File: config.mk
export PLATFORM = sky130hd
export DESIGN_NAME = host_bus_bridge_flat
export DESIGN_NICKNAME = d
export VERILOG_FILES = /design/src/rtl/host_bus_bridge_if.sv /design/src/rtl/host_bus_bridge.sv /design/src/flat_wrapper.sv
export SDC_FILE = /design/constraint.sdc
export NUM_CORES = 1
export LEC_CHECK = 0
export ABC_AREA = 1
export CAP_MARGIN = 0
export CORE_UTILIZATION = 55
export CTS_BUF_LIST = sky130_fd_sc_hd__clkbuf_8
export DETAILED_ROUTE_END_ITERATION = 16
export HOLD_SLACK_MARGIN = 0.15
export PLACE_DENSITY_LB_ADDON = 0.3
export SLEW_MARGIN = 30
export SYNTH_ARGS = -nofsm -noshare
export SYNTH_HDL_FRONTEND = slang
export SYNTH_SLANG_ARGS = --single-unit
File: constraint.sdc
create_clock -name clk_i -period 2.7 [get_ports clk_i]
set_input_delay 0.27 -clock clk_i [delete_from_list [all_inputs] [get_ports clk_i]]
set_output_delay 0.27 -clock clk_i [all_outputs]
set_load 0.05 [all_outputs]
File: src/rtl/host_bus_bridge_if.sv
`default_nettype none
//==============================================================================
// Module   : host_bus_bridge_if
// Purpose  : Signal bundle between the host pads / SoC transaction port and
//            host_bus_bridge. "slave" is the bridge's view, "master" is the
//            view of the surrounding logic (pads, SoC, CPU debug taps).
// Revision : 1.0 - initial release
//==============================================================================
interface host_bus_bridge_if;
  // Host register bus (pads are owned by the FPGA top level)
  logic        host_cs_i;
  logic        host_rd_n_i;
  logic        host_wr_n_i;
  logic [3:0]  host_addr_i;
  logic [15:0] host_data_i;
  logic [15:0] host_data_o;
  logic        host_data_oe_o;

  // Control register mirrors
  logic        cpu_rst_o;
  logic        soc_rst_o;
  logic        bus_master_o;
  logic        cpu_halt_o;

  // SoC transaction port
  logic [31:0] ext_tran_addr_o;
  logic [31:0] ext_tran_data_o;
  logic [1:0]  ext_tran_size_o;
  logic        ext_tran_write_o;
  logic        ext_tran_start_o;
  logic [31:0] ext_tran_data_i;
  logic        ext_tran_ready_i;

  // CPU observation
  logic [31:0] cpu_pc_i;
  logic [4:0]  cpu_state_i;

  modport slave (
    input  host_cs_i, host_rd_n_i, host_wr_n_i, host_addr_i, host_data_i,
    output host_data_o, host_data_oe_o,
    output cpu_rst_o, soc_rst_o, bus_master_o, cpu_halt_o,
    output ext_tran_addr_o, ext_tran_data_o, ext_tran_size_o,
    output ext_tran_write_o, ext_tran_start_o,
    input  ext_tran_data_i, ext_tran_ready_i,
    input  cpu_pc_i, cpu_state_i
  );

  modport master (
    output host_cs_i, host_rd_n_i, host_wr_n_i, host_addr_i, host_data_i,
    input  host_data_o, host_data_oe_o,
    input  cpu_rst_o, soc_rst_o, bus_master_o, cpu_halt_o,
    input  ext_tran_addr_o, ext_tran_data_o, ext_tran_size_o,
    input  ext_tran_write_o, ext_tran_start_o,
    output ext_tran_data_i, ext_tran_ready_i,
    output cpu_pc_i, cpu_state_i
  );
endinterface
`default_nettype wire

File: src/rtl/host_bus_bridge.sv
`default_nettype none
//==============================================================================
// Module   : host_bus_bridge
// Purpose  : Host register file bridged onto the SoC transaction port. Host
//            accesses are detected from a synchronised chip-select edge;
//            single or auto-incrementing streamed transactions are issued with
//            busy/done/timeout/reject status and a completion counter.
// Revision : 1.0 - initial release
//==============================================================================
module host_bus_bridge #(
  parameter logic [15:0] SANITY_VALUE   = 16'h50FE,
  parameter int unsigned RAM_SIZE_BYTES = 65536,
  parameter int unsigned TIMEOUT_CYCLES = 1024
) (
  input  logic             clk_i,
  input  logic             rst_i,
  host_bus_bridge_if.slave bus
);

  localparam logic [31:0] RAM_SIZE   = 32'(RAM_SIZE_BYTES);
  localparam int          TW         = (TIMEOUT_CYCLES > 1) ? $clog2(TIMEOUT_CYCLES) : 1;
  localparam logic [TW-1:0] TMAX     = TW'(TIMEOUT_CYCLES - 1);
  localparam bit          TIMEOUT_EN = (TIMEOUT_CYCLES != 0);

  // Register word addresses
  localparam logic [3:0] REG_SANITY   = 4'd0;
  localparam logic [3:0] REG_ADDR_LO  = 4'd1;
  localparam logic [3:0] REG_ADDR_HI  = 4'd2;
  localparam logic [3:0] REG_WDATA_LO = 4'd3;
  localparam logic [3:0] REG_WDATA_HI = 4'd4;
  localparam logic [3:0] REG_CONTROL  = 4'd5;
  localparam logic [3:0] REG_RDATA_LO = 4'd6;
  localparam logic [3:0] REG_RDATA_HI = 4'd7;
  localparam logic [3:0] REG_PC_LO    = 4'd8;
  localparam logic [3:0] REG_PC_HI    = 4'd9;
  localparam logic [3:0] REG_STATUS   = 4'd10;
  localparam logic [3:0] REG_RAM_LO   = 4'd11;
  localparam logic [3:0] REG_RAM_HI   = 4'd12;
  localparam logic [3:0] REG_TXN      = 4'd13;

  // start (bit 3) and clr_err (bit 9) are action bits and never stored
  localparam logic [15:0] CTRL_STORE_MASK = 16'hFDF7;
  localparam logic [15:0] CTRL_RESET      = 16'h0103;

  typedef enum logic [1:0] {
    ST_IDLE  = 2'd0,
    ST_ISSUE = 2'd1,
    ST_WAIT  = 2'd2
  } state_t;

  state_t state_q, state_nx;

  logic        cs_s1, cs_s2, cs_s3;
  logic        access, rd_acc, wr_acc;
  logic [31:0] addr_q, addr_nx;
  logic [31:0] wdata_q, wdata_nx;
  logic [15:0] ctrl_q, ctrl_nx;
  logic [31:0] rdata_q;
  logic        done_q, tout_err_q, rej_err_q;
  logic [15:0] txn_q;
  logic [15:0] host_rdata_q;
  logic [15:0] rd_mux;
  logic [31:0] tran_addr_q, tran_data_q;
  logic [1:0]  tran_size_q;
  logic        tran_write_q, tran_stream_q;
  logic [TW-1:0] tcnt_q;
  logic [31:0] incr;
  logic        trigger, accept, reject, busy, complete, timeout, start_c;

  assign access = cs_s2 & ~cs_s3;
  assign rd_acc = access & ~bus.host_rd_n_i;
  assign wr_acc = access & ~bus.host_wr_n_i;

  assign busy     = (state_q != ST_IDLE);
  assign complete = (state_q == ST_WAIT) && bus.ext_tran_ready_i;
  assign timeout  = (state_q == ST_WAIT) && !bus.ext_tran_ready_i &&
                    TIMEOUT_EN && (tcnt_q == TMAX);

  // Triggers see the control fields as they will be after this access's write
  assign trigger = (wr_acc && bus.host_addr_i == REG_CONTROL && bus.host_data_i[3]) ||
                   (wr_acc && bus.host_addr_i == REG_WDATA_HI && ctrl_nx[5] && ctrl_nx[4]) ||
                   (rd_acc && bus.host_addr_i == REG_RDATA_HI && ctrl_nx[5] && !ctrl_nx[4]);
  assign accept  = trigger && !busy;
  assign reject  = trigger && busy;

  // Chip-select synchroniser; access fires on the synchronised rising edge
  always_ff @(posedge clk_i) begin
    if (rst_i) begin
      cs_s1 <= 1'b0;
      cs_s2 <= 1'b0;
      cs_s3 <= 1'b0;
    end else begin
      cs_s1 <= bus.host_cs_i;
      cs_s2 <= cs_s1;
      cs_s3 <= cs_s2;
    end
  end

  // Stream address step: size 3 is treated as a word
  always_comb begin
    case (tran_size_q)
      2'd0:    incr = 32'd1;
      2'd1:    incr = 32'd2;
      default: incr = 32'd4;
    endcase
  end

  // Next values of the RW registers; a host ADDR write overrides the increment
  always_comb begin
    addr_nx  = addr_q;
    wdata_nx = wdata_q;
    ctrl_nx  = ctrl_q;
    if (complete && tran_stream_q) addr_nx = tran_addr_q + incr;
    if (wr_acc) begin
      case (bus.host_addr_i)
        REG_ADDR_LO:  addr_nx[15:0]   = bus.host_data_i;
        REG_ADDR_HI:  addr_nx[31:16]  = bus.host_data_i;
        REG_WDATA_LO: wdata_nx[15:0]  = bus.host_data_i;
        REG_WDATA_HI: wdata_nx[31:16] = bus.host_data_i;
        REG_CONTROL:  ctrl_nx         = bus.host_data_i & CTRL_STORE_MASK;
        default:      ;
      endcase
    end
  end

  // Host read mux, sampled with pre-write register values
  always_comb begin
    rd_mux = 16'h0000;
    case (bus.host_addr_i)
      REG_SANITY:   rd_mux = SANITY_VALUE;
      REG_ADDR_LO:  rd_mux = addr_q[15:0];
      REG_ADDR_HI:  rd_mux = addr_q[31:16];
      REG_WDATA_LO: rd_mux = wdata_q[15:0];
      REG_WDATA_HI: rd_mux = wdata_q[31:16];
      REG_CONTROL:  rd_mux = ctrl_q;
      REG_RDATA_LO: rd_mux = rdata_q[15:0];
      REG_RDATA_HI: rd_mux = rdata_q[31:16];
      REG_PC_LO:    rd_mux = bus.cpu_pc_i[15:0];
      REG_PC_HI:    rd_mux = bus.cpu_pc_i[31:16];
      REG_STATUS:   rd_mux = {3'b000, bus.cpu_state_i, 4'b0000,
                              rej_err_q, tout_err_q, done_q, busy};
      REG_RAM_LO:   rd_mux = RAM_SIZE[15:0];
      REG_RAM_HI:   rd_mux = RAM_SIZE[31:16];
      REG_TXN:      rd_mux = txn_q;
      default:      rd_mux = 16'h0000;
    endcase
  end

  // Register file and host read data holding register
  always_ff @(posedge clk_i) begin
    if (rst_i) begin
      addr_q       <= 32'h0;
      wdata_q      <= 32'h0;
      ctrl_q       <= CTRL_RESET;
      host_rdata_q <= 16'h0;
    end else begin
      addr_q  <= addr_nx;
      wdata_q <= wdata_nx;
      ctrl_q  <= ctrl_nx;
      if (rd_acc) host_rdata_q <= rd_mux;
    end
  end

  // Transaction state register
  always_ff @(posedge clk_i) begin
    if (rst_i) state_q <= ST_IDLE;
    else       state_q <= state_nx;
  end

  // Transaction next state and start pulse
  always_comb begin
    state_nx = state_q;
    start_c  = 1'b0;
    case (state_q)
      ST_IDLE:  if (trigger) state_nx = ST_ISSUE;
      ST_ISSUE: begin
        start_c  = 1'b1;
        state_nx = ST_WAIT;
      end
      ST_WAIT:  if (complete || timeout) state_nx = ST_IDLE;
      default:  state_nx = ST_IDLE;
    endcase
  end

  // Capture the transaction on acceptance so it is valid alongside start
  always_ff @(posedge clk_i) begin
    if (rst_i) begin
      tran_addr_q   <= 32'h0;
      tran_data_q   <= 32'h0;
      tran_size_q   <= 2'd0;
      tran_write_q  <= 1'b0;
      tran_stream_q <= 1'b0;
    end else if (accept) begin
      tran_addr_q   <= addr_nx;
      tran_data_q   <= wdata_nx;
      tran_size_q   <= ctrl_nx[7:6];
      tran_write_q  <= ctrl_nx[4];
      tran_stream_q <= ctrl_nx[5];
    end
  end

  // WAIT-cycle counter for the timeout
  always_ff @(posedge clk_i) begin
    if (rst_i || state_q != ST_WAIT) tcnt_q <= '0;
    else                             tcnt_q <= tcnt_q + TW'(1);
  end

  // Status flags, read data capture and completion counter
  always_ff @(posedge clk_i) begin
    if (rst_i) begin
      done_q     <= 1'b0;
      tout_err_q <= 1'b0;
      rej_err_q  <= 1'b0;
      rdata_q    <= 32'h0;
      txn_q      <= 16'h0;
    end else begin
      if (accept)        done_q <= 1'b0;
      else if (complete) done_q <= 1'b1;
      if (wr_acc && bus.host_addr_i == REG_CONTROL && bus.host_data_i[9]) begin
        tout_err_q <= 1'b0;
        rej_err_q  <= 1'b0;
      end
      if (timeout) tout_err_q <= 1'b1;
      if (reject)  rej_err_q  <= 1'b1;
      if (complete) begin
        txn_q <= txn_q + 16'd1;
        if (!tran_write_q) rdata_q <= bus.ext_tran_data_i;
      end
    end
  end

  assign bus.host_data_o      = host_rdata_q;
  assign bus.host_data_oe_o   = ~bus.host_rd_n_i;
  assign bus.cpu_rst_o        = ctrl_q[0];
  assign bus.soc_rst_o        = ctrl_q[1];
  assign bus.bus_master_o     = ctrl_q[2];
  assign bus.cpu_halt_o       = ctrl_q[8];
  assign bus.ext_tran_addr_o  = tran_addr_q;
  assign bus.ext_tran_data_o  = tran_data_q;
  assign bus.ext_tran_size_o  = tran_size_q;
  assign bus.ext_tran_write_o = tran_write_q;
  assign bus.ext_tran_start_o = start_c;

endmodule
`default_nettype wire

File: src/flat_wrapper.sv
// flat-port wrapper written by rule: the top's interface ports become plain ports
module host_bus_bridge_flat 
#(
  parameter logic [15:0] SANITY_VALUE   = 16'h50FE,
  parameter int unsigned RAM_SIZE_BYTES = 65536,
  parameter int unsigned TIMEOUT_CYCLES = 1024
)
  (clk_i, rst_i, bus_host_cs_i, bus_host_rd_n_i, bus_host_wr_n_i, bus_host_addr_i, bus_host_data_i, bus_host_data_o, bus_host_data_oe_o, bus_cpu_rst_o, bus_soc_rst_o, bus_bus_master_o, bus_cpu_halt_o, bus_ext_tran_addr_o, bus_ext_tran_data_o, bus_ext_tran_size_o, bus_ext_tran_write_o, bus_ext_tran_start_o, bus_ext_tran_data_i, bus_ext_tran_ready_i, bus_cpu_pc_i, bus_cpu_state_i);
  host_bus_bridge_if bus_i ();
  input  logic clk_i;
  input  logic rst_i;
  input wire logic [$bits(bus_i.host_cs_i)-1:0] bus_host_cs_i;
  input wire logic [$bits(bus_i.host_rd_n_i)-1:0] bus_host_rd_n_i;
  input wire logic [$bits(bus_i.host_wr_n_i)-1:0] bus_host_wr_n_i;
  input wire logic [$bits(bus_i.host_addr_i)-1:0] bus_host_addr_i;
  input wire logic [$bits(bus_i.host_data_i)-1:0] bus_host_data_i;
  output wire logic [$bits(bus_i.host_data_o)-1:0] bus_host_data_o;
  output wire logic [$bits(bus_i.host_data_oe_o)-1:0] bus_host_data_oe_o;
  output wire logic [$bits(bus_i.cpu_rst_o)-1:0] bus_cpu_rst_o;
  output wire logic [$bits(bus_i.soc_rst_o)-1:0] bus_soc_rst_o;
  output wire logic [$bits(bus_i.bus_master_o)-1:0] bus_bus_master_o;
  output wire logic [$bits(bus_i.cpu_halt_o)-1:0] bus_cpu_halt_o;
  output wire logic [$bits(bus_i.ext_tran_addr_o)-1:0] bus_ext_tran_addr_o;
  output wire logic [$bits(bus_i.ext_tran_data_o)-1:0] bus_ext_tran_data_o;
  output wire logic [$bits(bus_i.ext_tran_size_o)-1:0] bus_ext_tran_size_o;
  output wire logic [$bits(bus_i.ext_tran_write_o)-1:0] bus_ext_tran_write_o;
  output wire logic [$bits(bus_i.ext_tran_start_o)-1:0] bus_ext_tran_start_o;
  input wire logic [$bits(bus_i.ext_tran_data_i)-1:0] bus_ext_tran_data_i;
  input wire logic [$bits(bus_i.ext_tran_ready_i)-1:0] bus_ext_tran_ready_i;
  input wire logic [$bits(bus_i.cpu_pc_i)-1:0] bus_cpu_pc_i;
  input wire logic [$bits(bus_i.cpu_state_i)-1:0] bus_cpu_state_i;
  assign bus_i.host_cs_i = bus_host_cs_i;
  assign bus_i.host_rd_n_i = bus_host_rd_n_i;
  assign bus_i.host_wr_n_i = bus_host_wr_n_i;
  assign bus_i.host_addr_i = bus_host_addr_i;
  assign bus_i.host_data_i = bus_host_data_i;
  assign bus_host_data_o = bus_i.host_data_o;
  assign bus_host_data_oe_o = bus_i.host_data_oe_o;
  assign bus_cpu_rst_o = bus_i.cpu_rst_o;
  assign bus_soc_rst_o = bus_i.soc_rst_o;
  assign bus_bus_master_o = bus_i.bus_master_o;
  assign bus_cpu_halt_o = bus_i.cpu_halt_o;
  assign bus_ext_tran_addr_o = bus_i.ext_tran_addr_o;
  assign bus_ext_tran_data_o = bus_i.ext_tran_data_o;
  assign bus_ext_tran_size_o = bus_i.ext_tran_size_o;
  assign bus_ext_tran_write_o = bus_i.ext_tran_write_o;
  assign bus_ext_tran_start_o = bus_i.ext_tran_start_o;
  assign bus_i.ext_tran_data_i = bus_ext_tran_data_i;
  assign bus_i.ext_tran_ready_i = bus_ext_tran_ready_i;
  assign bus_i.cpu_pc_i = bus_cpu_pc_i;
  assign bus_i.cpu_state_i = bus_cpu_state_i;
  host_bus_bridge #(.SANITY_VALUE(SANITY_VALUE), .RAM_SIZE_BYTES(RAM_SIZE_BYTES), .TIMEOUT_CYCLES(TIMEOUT_CYCLES)) u_core (.clk_i(clk_i), .rst_i(rst_i), .bus(bus_i));
endmodule
# Yosys cells after proc, flatten, opt, wreduce, memory -nomap -nowiden
# Cells that the tools add are included.
[word_totals] ff_bits=228 inputBits=95 output_inout_bits=89 elab_cells=99
[op_classes] add_sub_neg=3 eq_ne=19 mux=18 n_bitwise=7 n_reduce_logical=32
[ops] operator="16-bit one-hot mux with 13 select lines" count=1
[ops] operator="32-bit 2-to-1 mux" count=3
[ops] operator="16-bit 2-to-1 mux" count=4
[ops] operator="32-bit by 3-bit adder with 32-bit output" count=1
[ops] operator="4-bit equality test, second input constant" count=5
[ops] operator="16-bit by 1-bit adder with 16-bit output, second input constant" count=1
[ops] operator="4-bit by 3-bit equality test with 1-bit output, second input constant" count=4
[ops] operator="8-bit 2-to-1 mux" count=2
[ops] operator="1-bit logical AND" count=15
[ops] operator="10-bit by 1-bit adder with 10-bit output, second input constant" count=1
[ops] operator="10-bit equality test, second input constant" count=1
[ops] operator="4-bit by 2-bit equality test with 1-bit output, second input constant" count=2
[ops] operator="2-bit one-hot mux with 3 select lines" count=1
[ops] operator="3-bit one-hot mux with 2 select lines" count=1
[ops] operator="2-bit AND reduction" count=3
[ops] operator="2-bit nonzero test" count=3
[ops] operator="2-bit by 1-bit equality test with 1-bit output, second input constant" count=2
[ops] operator="4-bit by 1-bit equality test with 1-bit output, second input constant" count=1
[ops] operator="2-bit zero test" count=2
[ops] operator="4-bit zero test" count=1
[ops] operator="1-bit logical OR" count=4
[ops] operator="1-bit 2-to-1 mux" count=4
[ops] operator="2-bit 2-to-1 mux" count=2
[ops] operator="2-bit != test, second input constant" count=2
[ops] operator="6 further kinds" count=13

# Longest topological paths before layout
[depth] depth_word=10 mapped_depth=14

# Worst setup path after synthesis
# OpenSTA, ideal clock, no wires.
[synth_path] kind="register -> register" from="register u_core.tran_size_q[1] (netlist: u_core.bus.ext_tran_size_o[1])" to="register u_core.tran_addr_q[10] (netlist: u_core.bus.ext_tran_addr_o[10])" setup_ns=0.114 arrival_time_ns=2.201 path_slack_ns=0.385 path_stages_with_launch=13 n_path_buf=0 period_less_slack_ns=2.315 cell_sequence="dfxtp_1 -> nor2_1 -> ha_1 -> fa_1 -> nand2_1 -> nand2_1 -> nand3_1 -> nor2_1 -> xor2_1 -> o21bai_1 -> nand2_1 -> nand2_1 -> nand2_1"
[synth_via] elab_chain_len=6
[synth_rtl] item="start, declared" line="host_bus_bridge.sv:64" text="logic [1:0] tran_size_q;"
[synth_rtl] item="start signal, assigned" line="host_bus_bridge.sv:196" text="tran_size_q <= ctrl_nx[7:6];"
[synth_rtl] item="2-bit by 1-bit equality test with 1-bit output or 2-bit zero test (tied branches)" line="host_bus_bridge.sv:101" text="case (tran_size_q)"
[synth_rtl] item="3-bit one-hot mux with 2 select lines (*)" line="host_bus_bridge.sv:101"
[synth_rtl] item="32-bit by 3-bit adder with 32-bit output (*)" line="host_bus_bridge.sv:113" text="if (complete && tran_stream_q) addr_nx = tran_addr_q + incr;"
[synth_rtl] item="32-bit 2-to-1 mux (*)" line="host_bus_bridge.sv:113"
[synth_rtl] item="16-bit 2-to-1 mux" line="host_bus_bridge.sv:115" text="case (bus.host_addr_i)"
[synth_rtl] item="32-bit 2-to-1 mux (*)" line="host_bus_bridge.sv:114" text="if (wr_acc) begin"
[synth_rtl] item="end signal, assigned" line="host_bus_bridge.sv:194" text="tran_addr_q <= addr_nx;"
[synth_rtl] item="end, declared" line="host_bus_bridge.sv:63" text="logic [31:0] tran_addr_q, tran_data_q;"
# Every way passes the cells marked *; elsewhere a longest branch is shown, timed or not.
# A chain may end at the register's enable or synchronous reset.

# Final worst setup path
[layout_path] from="register u_core.tran_size_q[0] (netlist: u_core.bus.ext_tran_size_o[0])" to="register u_core.addr_q[25]"
[layout_via] elab_chain_len=6
[layout_rtl] item="2-bit by 1-bit equality test with 1-bit output or 2-bit zero test (tied branches)" line="host_bus_bridge.sv:101"
[layout_rtl] item="3-bit one-hot mux with 2 select lines (*)" line="host_bus_bridge.sv:101"
[layout_rtl] item="32-bit by 3-bit adder with 32-bit output (*)" line="host_bus_bridge.sv:113"
[layout_rtl] item="32-bit 2-to-1 mux (*)" line="host_bus_bridge.sv:113"
[layout_rtl] item="16-bit 2-to-1 mux" line="host_bus_bridge.sv:115"
[layout_rtl] item="32-bit 2-to-1 mux (*)" line="host_bus_bridge.sv:114"
[layout_rtl] item="end signal, assigned" line="host_bus_bridge.sv:157" text="addr_q <= addr_nx;"
[layout_rtl] item="end, declared" line="host_bus_bridge.sv:55" text="logic [31:0] addr_q, addr_nx;"
# Marks and branches as above.

==> results.ini <==
[detailed_routing]
ant_nets=0
drtIter0Drc=1504
drc=0
routed_wl_um=38150
vias=11990
wl_per_cell_um=17.78
vias_per_cell=5.585
dr.pass1.iters=6

[yosys]
ys_seq_elements=228
yosysSeqAreaShare=0.4134
muxShareOfSynthArea=0.005439
synth-edff-count=0
synthXorXnorAreaFrac=0.004759
synthesis.area_sq_um=11040
synth_top_family_by_area=simple AND/OR/NAND/NOR gates
synth_ff_type=dfxtp_1
synth-simple-area-share=0.3131
synth_most_common_cell=nand2_1
yosysWarnings=0
async_flop_share=0
synthAdderAreaFrac=0.007479
synth_area_leaders=dfxtp_1, nand2_1, nor2_1
synth.top_cell.area_share=0.4134
synth-compound-area-share=0.1685
synthCells=1671
synthTopCellsByCount=nand2_1, nor2_1, dfxtp_1
synth_top_area_cell=dfxtp_1
yosysUniqueCellTypes=41
syn_nets=1772
avgSynthCellArea_sq_um=6.608

[floorplan]
initial_core_util=0.5636
die_w_um=143.7
dieArea_sq_um=20650
die_h_um=143.7
coreArea_sq_um=19590
row_count=51
pin_count=184

[cells_and_area]
drive_gt1_frac=0.06911
n_antenna_cell=0
synthToLayoutAreaGrowth_pct=26.28
nets=1954

[worst_hold_path]
hp-class=primary input to register

[global_routing]
grt_pass1_wl_um=57790
grt.overflow.total=0
grt_max_degree=83
gr-usage-all-layers=0.3658
first_global_vias=10850
antenna_found_initial=0

[power]
leakage_nw=5.766
report.power.total_w=0.006809
power_density_nw_per_um2=488.3
peakVddDrop_mv=0.3432

[critical_path]
crit_path_cell_trace=inv_1, nor2_1, ha_1, nor2_1, nand2_1, nand3_1, nor2_1, nand3b_1, nand2_1, nand2_1, a21oi_1, and2_1
max_stage_delay_ns=0.43
r2r_slack_ns=0.40
critPathCaptureType=register
critical-path-slowest-cell=nor2_1
reg2reg_depth=12
r2r-end=u_core.addr_q[25]
crit_start=u_core.bus.ext_tran_size_o[0]
crit_end=u_core.addr_q[25]
cp.arrival_ns=2.79
startpoint_type=register
cp_max_fo=5
worstPathRequired_ns=3.19
r2r-start=u_core.bus.ext_tran_size_o[0]
path_class=register to register

[sta]
rsz0062_at_grt=false
max_slew_margin=0.6101
hold_viol=0
setup_viol=0
period_share=0.8531
fmax_mhz=434.1
tightest_slew_ns=0.5830
report.final.slew_viol_count=0
setup_tns_ns=0
layout_min_cycle_time_ns=2.303
fin_skew_ns=0.01630

[clock_tree]
cts.sinks=228
worstSkewPairLatency_ns=0.55
cts_buffers=39
post_cts_buffers=0
cts-root-buf=clkbuf_8
htreeDepth=2
cts.clk_slew.worst_paths_ns=0.06
clockBufferDepth=3
tritoncts=done

[status]
status=completed

[placed_design]
gp_congestion=0.9741
port_buffers=183
dpl.hpwl_um=27290

[job]
drv_cap=0

area by class of cell:
type,count,area [sq um]
Timing Repair Buffer,219,2165
Fill cell,1705,5647
Inverter,168,630.6
Sequential cell,228,4564
Tap cell,265,331.6
Clock inverter,26,140.1
Clock buffer,43,591.8
Multi-Input combinational cell,1197,5520
registers in the layout (all words and copies together) (netlist names):
signal	cells
u_core.bus.ext_tran_size_o	2
u_core.done_q	1
u_core.cs_s3	1
u_core.rdata_q	32
u_core.addr_q	32
u_core.bus.ext_tran_addr_o	32
u_core.bus.host_data_o	16
u_core.ctrl_q	14
u_core.bus.ext_tran_data_o	32
u_core.txn_q	16
u_core.rej_err_q	1
u_core.tout_err_q	1
u_core.bus.ext_tran_write_o	1
u_core.tcnt_q	10
u_core.cs_s1	1
u_core.state_q	2
u_core.wdata_q	32
u_core.cs_s2	1
u_core.tran_stream_q	1
cells in the final DEF, fill, tap and decap left out, types with 2 or more instances in the layout:
| cell | n |
|---|---|
| a211oi_1 | 8 |
| nor2_4 | 2 |
| inv_1 | 180 |
| a31oi_1 | 2 |
| clkdlybuf4s50_1 | 182 |
| and2_1 | 13 |
| nand3b_1 | 10 |
| buf_4 | 31 |
| mux2i_1 | 6 |
| o21bai_1 | 2 |
| clkinv_2 | 6 |
| nor2_2 | 2 |
| a21oi_1 | 160 |
| clkbuf_8 | 43 |
| buf_12 | 5 |
| o21ai_1 | 15 |
| nand4_1 | 7 |
| xor2_1 | 3 |
| nand2_2 | 6 |
| o211ai_1 | 5 |
| nand3_1 | 94 |
| dfxtp_1 | 228 |
| nor3_1 | 19 |
| o21a_1 | 2 |
| o221ai_1 | 2 |
| or2_2 | 27 |
| inv_2 | 4 |
| ha_1 | 5 |
| nor2_1 | 234 |
| or2_1 | 11 |
| nand2_1 | 397 |
| o21ai_0 | 134 |
| o22ai_1 | 22 |
| xnor2_1 | 3 |
per-stage QoR:
| stage | utilization | hold slack [ns] | instance area [sq um] | setup slack [ns] | instances |
|---|---|---|---|---|---|
| 2_1_floorplan | - | 0.3770 | 11040 | 0.3851 | 1671 |
| 3_3_place_gp | 0.6739 | 0.4149 | 13200 | 0.1339 | 2076 |
| 3_5_place_dp | 0.6739 | 0.4235 | 13200 | 0.1520 | 2076 |
| 4_1_cts | 0.7118 | 0.2521 | 13940 | 0.4030 | 2146 |
| 5_1_grt | 0.7118 | 0.2804 | 13940 | 0.1647 | 2146 |
| 6_report | 0.7118 | 0.2593 | 13940 | 0.3966 | 2146 |
report_power, final:
part	total [W]	switching, W	internal, W
Combinational	0.000427	0.000244	0.000183
Sequential	0.00338	0.00000555	0.00337
Clock	0.00300	0.00144	0.00156
worst min-delay path by stage:
stage	from	cells after the start	slack [ns]	end
floorplan	bus_host_cs_i	2	0.38	u_core.cs_s1
global placement	u_core.cs_s1	2	0.41	u_core.cs_s2
detailed placement	u_core.cs_s1	2	0.42	u_core.cs_s2
CTS	bus_host_cs_i	3	0.25	u_core.cs_s1
global route	bus_host_cs_i	3	0.28	u_core.cs_s1
finish	bus_host_cs_i	3	0.26	u_core.cs_s1
timing repair:
item                                   in CTS  in global routing
hold buffers                                1                  0
resized for setup                           0                  0
endpoints found under the hold margin       8                  0
per-layer routing:
metal | GRT usage | part of all wire | wire [um] | up-vias
li1 | - | - | - | 5743
met1 | 0.4824 | 0.41 | 15460 | 5458
met2 | 0.5871 | 0.45 | 17230 | 690
met3 | 0.07164 | 0.11 | 4166 | 94
met4 | 0.1450 | 0.034 | 1293 | 0
met5 | 0 | 0 | 0 | -
cell families (layout without fill, tap and decap cells):
logic type	Yosys count	after routing
AOI/OAI and AO/OA	354	354
xor gates and xnor gates	6	6
adders and majority gates	6	6
buffers and inverters	246	456
DFF	228	228
muxes	6	6
and+or+nand+nor	825	825
worst max-delay path, delay by kind of cell (launching register included):
kind                     cells  cell delay, ns
flip-flops                   1            0.39
buffers and inverters        1            0.05
AND/OR/NAND/NOR              9            1.47
adder cells (fa/ha/maj)      1            0.19
AO/OA/AOI/OAI                1            0.15
(Power assumes the default switching activity.)
